==> src/rtl/reg_file_hz.sv <==
// Two-read/one-write register file with a hazard scoreboard over in-flight destinations
// and an optional same-cycle write-to-read bypass.
module reg_file_hz #(
    parameter int unsigned DATA_W    = 32,
    parameter int unsigned ADDR_W    = 5,
    parameter int unsigned HAZ_DEPTH = 3,
    parameter int unsigned ZERO_REG  = 1,
    parameter int unsigned BYPASS_EN = 1
) (
    input  logic              clk,
    input  logic              rst,
    input  logic [ADDR_W-1:0] read_addr1,
    input  logic [ADDR_W-1:0] read_addr2,
    input  logic              RegWE,
    input  logic [ADDR_W-1:0] write_addr,
    input  logic [DATA_W-1:0] write_data,
    input  logic              collision_valid,
    input  logic [ADDR_W-1:0] collision_addr,
    input  logic              flush,
    output logic [DATA_W-1:0] read_data1,
    output logic [DATA_W-1:0] read_data2,
    output logic [1:0]        pause
);

    localparam int unsigned NumRegs = 1 << ADDR_W;
    // With bypass the oldest entry writes back in the same cycle it would be checked.
    localparam int unsigned NumChk  = (BYPASS_EN != 0) ? HAZ_DEPTH - 1 : HAZ_DEPTH;

    logic [DATA_W-1:0]    r_mem [NumRegs];
    logic [HAZ_DEPTH-1:0] r_win_valid;
    logic [ADDR_W-1:0]    r_win_addr [HAZ_DEPTH];

    logic w_wr_ok;
    logic w_haz_rs;
    logic w_haz_rt;

    assign w_wr_ok = RegWE && !((ZERO_REG != 0) && (write_addr == '0));

    always_ff @(posedge clk or posedge rst) begin
        if (rst) begin
            for (int unsigned i = 0; i < NumRegs; i++) begin
                r_mem[i] <= '0;
            end
        end else if (w_wr_ok) begin
            r_mem[write_addr] <= write_data;
        end
    end

    always_ff @(posedge clk or posedge rst) begin
        if (rst) begin
            r_win_valid <= '0;
            for (int unsigned k = 0; k < HAZ_DEPTH; k++) begin
                r_win_addr[k] <= '0;
            end
        end else begin
            r_win_valid[0] <= collision_valid && !flush;
            r_win_addr[0]  <= collision_addr;
            for (int unsigned k = 1; k < HAZ_DEPTH; k++) begin
                r_win_valid[k] <= r_win_valid[k-1] && !flush;
                r_win_addr[k]  <= r_win_addr[k-1];
            end
        end
    end

    function automatic logic [DATA_W-1:0] read_port(input logic [ADDR_W-1:0] addr,
                                                    input logic [DATA_W-1:0] stored);
        if ((ZERO_REG != 0) && (addr == '0)) begin
            return '0;
        end else if ((BYPASS_EN != 0) && w_wr_ok && (write_addr == addr)) begin
            return write_data;
        end
        return stored;
    endfunction

    assign read_data1 = read_port(read_addr1, r_mem[read_addr1]);
    assign read_data2 = read_port(read_addr2, r_mem[read_addr2]);

    always_comb begin
        w_haz_rs = 1'b0;
        w_haz_rt = 1'b0;
        for (int unsigned k = 0; k < HAZ_DEPTH; k++) begin
            if ((k < NumChk) && r_win_valid[k]) begin
                if (r_win_addr[k] == read_addr1) w_haz_rs = 1'b1;
                if (r_win_addr[k] == read_addr2) w_haz_rt = 1'b1;
            end
        end
        if ((ZERO_REG != 0) && (read_addr1 == '0)) w_haz_rs = 1'b0;
        if ((ZERO_REG != 0) && (read_addr2 == '0)) w_haz_rt = 1'b0;
    end

    assign pause = {w_haz_rt, w_haz_rs};

endmodule
==> config.mk <==
export PLATFORM = sky130hd
export DESIGN_NAME = reg_file_hz
export DESIGN_NICKNAME = d
export VERILOG_FILES = /design/src/rtl/reg_file_hz.sv
export SDC_FILE = /design/constraint.sdc
export NUM_CORES = 2
export LEC_CHECK = 0
export ABC_AREA = 1
export CORE_MARGIN = 1
export CORE_UTILIZATION = 50
export DETAILED_ROUTE_END_ITERATION = 12
export PLACE_DENSITY = 0.65
export SLEW_MARGIN = 20
export SYNTH_ARGS = -nofsm -noshare
export SYNTH_HDL_FRONTEND = slang
export SYNTH_SLANG_ARGS = --single-unit
==> constraint.sdc <==
create_clock -name clk -period 41.3 [get_ports clk]
set_input_delay 4.13 -clock clk [delete_from_list [all_inputs] [get_ports clk]]
set_output_delay 4.13 -clock clk [all_outputs]
set_load 0.02 [all_outputs]
Word level (Yosys, flattened, before mapping):

Cells that the tools add are included.

* order comparisons: 4
* equality and inequality tests: 6
* multiplexer cells: 29
* bitwise operators: 3
* reduce and logical (&&, ||, !) cells: 11

Operators by type and width (number)
* 1024-bit bitwise mux: 1
* 32-bit 2-to-1 mux: 11
* 32-bit binary-select mux with 5-bit select: 2
* 32-bit demux with 5-bit select: 1
* 5-bit == test: 6
* 6-bit greater-or-equal comparator (second input constant): 3
* 5-bit inverter with 6-bit output: 3
* 5-bit logical NOT: 3
* 1-bit 2-to-1 mux: 14
* 1-bit logical AND: 6
* 6-bit by 1-bit less-than comparator with 1-bit output (second input constant): 1
* 1-bit logical NOT: 2

* register bits after elaboration: 1036
* input port bits: 57
* output and inout port bits: 66
* word-level logic and storage cells: 88

Longest topological paths before layout:

* depth after elaboration: 7
* mapped depth: 12
* depth with buffers taken out: 9

Worst setup path before layout:

OpenSTA, ideal clock, no wires.

* path kind: input -> output
* start: input write_addr[2]
* end: output read_data1[0]
* arrival: 5564 ps
* required time: 37170 ps
* setup slack: 31606 ps
* cell stages on the path: 9
* path buffers: 2
* cells stage by stage: buf_2 nor3_2 nand2_1 nand2_1 inv_2 a21oi_1 clkbuf_1 nand3_1 nand2_1

* cells in the longest elaborated chain, start to end: 7

RTL lines
* start, declared: line 15 `input logic [ADDR_W-1:0] write_addr,`
* 5-bit logical NOT: line 37 `assign w_wr_ok = RegWE && !((ZERO_REG != 0) && (write_addr == '0));`
* 1-bit logical NOT: line 37
* 1-bit logical AND: line 37
* 1-bit logical AND (*): line 69 `end else if ((BYPASS_EN != 0) && w_wr_ok && (write_addr == addr)) begin`
* 1-bit 2-to-1 mux (*): line 69
* 1-bit 2-to-1 mux (*): line 67 `if ((ZERO_REG != 0) && (addr == '0)) begin`
* 32-bit 2-to-1 mux (*): line 72 `return stored;`
* end, declared: line 20 `output logic [DATA_W-1:0] read_data1,`

Mark *: on every way between the ends. The rest lies on a longest branch, timed or not.

Final worst setup path:

* start: input read_addr2[1]
* end: output read_data2[12]

* cells in the longest elaborated chain, start to end: 5

RTL lines
* start, declared: line 13 `input logic [ADDR_W-1:0] read_addr2,`
* 5-bit inverter with 6-bit output (not written as such) / 5-bit == test (equally long branches): line 76, 69
* 32-bit binary-select mux with 5-bit select / 1-bit logical AND (equally long branches): line 76, 69
* 32-bit 2-to-1 mux (not written as such) / 1-bit 2-to-1 mux (equally long branches): line 76, 69
* 32-bit 2-to-1 mux (not written as such) / 1-bit 2-to-1 mux (equally long branches): line 76, 67
* 32-bit 2-to-1 mux (*): line 72
* end, declared: line 21 `output logic [DATA_W-1:0] read_data2,`

Mark *: on every way between the ends. The rest lies on a longest branch, timed or not. The select of a mux whose other input is x is not followed.

==> flow_summary.ini <==
[drt]
wl_microns = 246000
vias = 61900
dr.first_iter.drc_count = 9131
drc = 0
postRouteAntennaNets = 0
drt_pass1_iterations = 9
via_per_inst = 6.00
wl_per_cell_microns = 23.8

[clock_tree]
cts_buffer_depth = 3
ctsResizeCount = 0
cts_tree = done
cts_inserted_buffers = 118
cts_hold_buf = 0
clkSinkCount = 1036
cts_setup_buffers = 0
cts.clk_slew.worst_paths_ns = 0.06
htreeDepth = 3
cts_root_buffer = clkbuf_16
clock_latency_ns = 0.75

[yosys]
synth_seq_area_share_pct = 43.1
synth.most_common_cell = nand2_1
avgSynthCellArea_sq_um = 6.64
synth_top_area_share_pct = 43.1
synth.cell_area_sq_um = 60200
synth.area.mux_share_pct = 0
syn-num-nets = 9122
synth_xor_area_share_pct = 0.160
synth_compound_area_share_pct = 9.25
synth_top_family_by_area = simple AND/OR/NAND/NOR gates
ys_types = 25
synth_flop_cell = dfrtp_1
ys_ff_latch = 1036
synthTopCellsByCount = nand2_1, nand3_1, dfrtp_1
synthCells = 9065
synth-simple-area-share_pct = 36.1
synth-edff-count = 0
yosysTopAreaCell = dfrtp_1
ys.warnings.count = 0
synth_area_leaders = dfrtp_1, nand2_1, nand3_1
synth-async-reset-ratio_pct = 100
synth_adder_area_share_pct = 0

[placed_design]
portBuffers = 122
placedCellCount = 10100
post-place-ws_ns = 28.65
hpwl_microns = 128000
post_dp_cell_area_sq_um = 61500
place.gp.congestion = 0.877

[min_path]
hold_path.startpoint = r_mem[996]
min_to = r_mem[996]
hold_path.class = reg2reg
whs_path_depth = 0

[cells_and_area]
multi_input_area_sq_um = 27700
register_area_sq_um = 25900
post-route-util_pct = 55.2
syn2layout_area_growth_pct = 8.91
drive_gt1_share_pct = 4.19
final-instance-count-excl-fill = 10300
layout.nets = 8687
fillerInstances = 11700
finish.instance_area_sq_um = 65500

[setup_path]
path_cells = buf_8 > inv_8 > buf_4 > buf_4 > o211ai_1 > nand3_1 > nand3_1 > nand3_1 > nand3_1 > nand2_1 > clkdlybuf4s50_1
critPathRequiredTime_ns = 37.17
r2r-end = r_mem[631]
worstPathArrival_ns = 8.74
cpMaxStageDelayCell = buf_4
setup.worst_path.class = in2out
crit_path_max_fanout = 85
timing.rr.start = r_mem[631]
worst_path_largest_cell_delay_ns = 0.90
crit_path_frequent_cell = nand3_1
r2r_setup_slack_ns = 40.55
reg2regPathDepth = 2
crit_path_end_kind = output pin
cp-start-kind = input pin

[global_routing]
overflow = 0
antenna_found_initial = 21
grt_pass1_wl_microns = 364000
gr-usage-all-layers_pct = 40.0
grt_util_met2_pct = 58.7
busiest_layer = met2
use_met3_pct = 12.3
use_met1_pct = 53.0
grt_start_max_net_pins = 212
grt_pass1_vias = 57000

[sta]
setup_viol = 0
relSlewSlack_pct = 16.7
hold_viol = 0
rsz0062_at_grt = no
clock_skew_ns = 0.00537
setup_ws_ns = 28.43
min_period_ns = 12.87
finalCritPeriodShare_pct = 31.2
fmax_mhz = 77.7
tightestPinTransition_ns = 1.25
fin_tns_setup_ns = 0
slew_violations = 0

[floorplanning]
coreArea_sq_um = 119000
top_level_ports = 123
die-area_sq_um = 122000
die_w_microns = 349
rows = 126
start_util_pct = 50.7
dieHeight_microns = 349

[run]
drv_cap = 0

[power_and_ir_drop]
seqPwrFrac_pct = 42.0
cellLeakagePower_nw = 33.2
p_clk_share_pct = 35.2
p_int_mw = 2.07
power_density_nw_per_um2 = 47.2
p_sw_mw = 1.02
comb_power_share_pct = 22.9
p_sw_share_pct = 33.0
vdd.ir_drop.worst_uv = 36.1

[outcome]
status = finished clean
==> cell usage in the layout, fill, tap and decap left out, types with 2 or more instances in the layout <==
master / count
bufinv_16: 10
a21oi_4: 2
clkbuf_16: 119
nor3_1: 8
clkbuf_1: 20
o211ai_1: 64
nor2_4: 4
clkdlybuf4s50_1: 112
o22ai_1: 8
inv_1: 1015
buf_6: 2
nand2_4: 25
nand3_1: 1899
buf_4: 92
nor2_1: 70
xnor2_1: 7
o21ai_1: 23
nand4_1: 3
inv_2: 6
clkinvlp_4: 2
nand2_1: 3104
diode_2: 8
clkinv_2: 25
buf_8: 4
buf_12: 6
o21ai_0: 971
inv_6: 3
buf_2: 2
a21oi_1: 9
inv_4: 2
clkinv_4: 2
xor2_1: 4
or2_2: 15
clkbuf_8: 31
dfrtp_1: 1036
nor3_2: 6
inv_8: 4
==> layout make-up <==
cell class / instances / area share [%]
antenna: 8 / 0.0305
clock buffer: 170 / 5.31
clock inverter: 40 / 0.712
inverter: 1031 / 5.99
multi-input combinational: 6225 / 42.2
sequential: 1036 / 39.6
tap: 1600 / 3.05
timing repair buffer: 218 / 3.09
==> worst max-delay path: cells and delay by family <==
kind,cells,cell delay [ns]
simple gates,5,0.90
compound gates,1,0.21
buf+inv,5,3.27
==> stage by stage <==
stage / total power, mW / hold WS [ns]
after detailed placement: 2.00 / 0.366
after CTS: 3.08 / 0.378
after global routing: 3.25 / 0.388
after global placement: 1.98 / 0.365
final: 3.09 / 0.376
after floorplan: 1.80 / 0.395
==> layer usage <==
metal / wire length (microns) / part of all wire [%]
met4: 14500 / 5.9
met2: 102000 / 42
met1: 94500 / 38
met3: 34800 / 14
met5: 142 / 0.058
==> how the worst max path moves through the flow <==
| stage | depth (start not counted) | from | end |
|---|---|---|---|
| 6_report | 11 | read_addr2[1] | read_data2[12] |
| 5_1_grt | 12 | read_addr1[0] | read_data1[4] |
| 4_1_cts | 12 | read_addr1[0] | read_data1[3] |
| 3_5_place_dp | 12 | read_addr1[0] | read_data1[3] |
| 3_3_place_gp | 12 | read_addr1[0] | read_data1[4] |
| 2_1_floorplan | 1 | rst | r_mem[0] |
==> registers in the layout, indices dropped and copies added (netlist names) <==
register     cells
r_win_addr      10
r_mem         1024
r_win_valid      2
==> cells by family after synthesis <==
family / count (synthesis)
buffers and inverters: 1804
flip-flops: 1036
AO/OA/AOI/OAI: 1078
AND/OR/NAND/NOR: 5136
XOR/XNOR: 11
==> power by group through the flow <==
stage          clock network, mW  logic (mW)  registers, mW
2_1_floorplan                  0       0.508           1.29
4_1_cts                     1.10       0.692           1.29
3_5_place_dp                   0       0.689           1.31
3_3_place_gp                   0       0.673           1.31
5_1_grt                     1.14       0.799           1.32
6_report                    1.09       0.707           1.30
No activity file was read; power rests on OpenSTA's default activity.
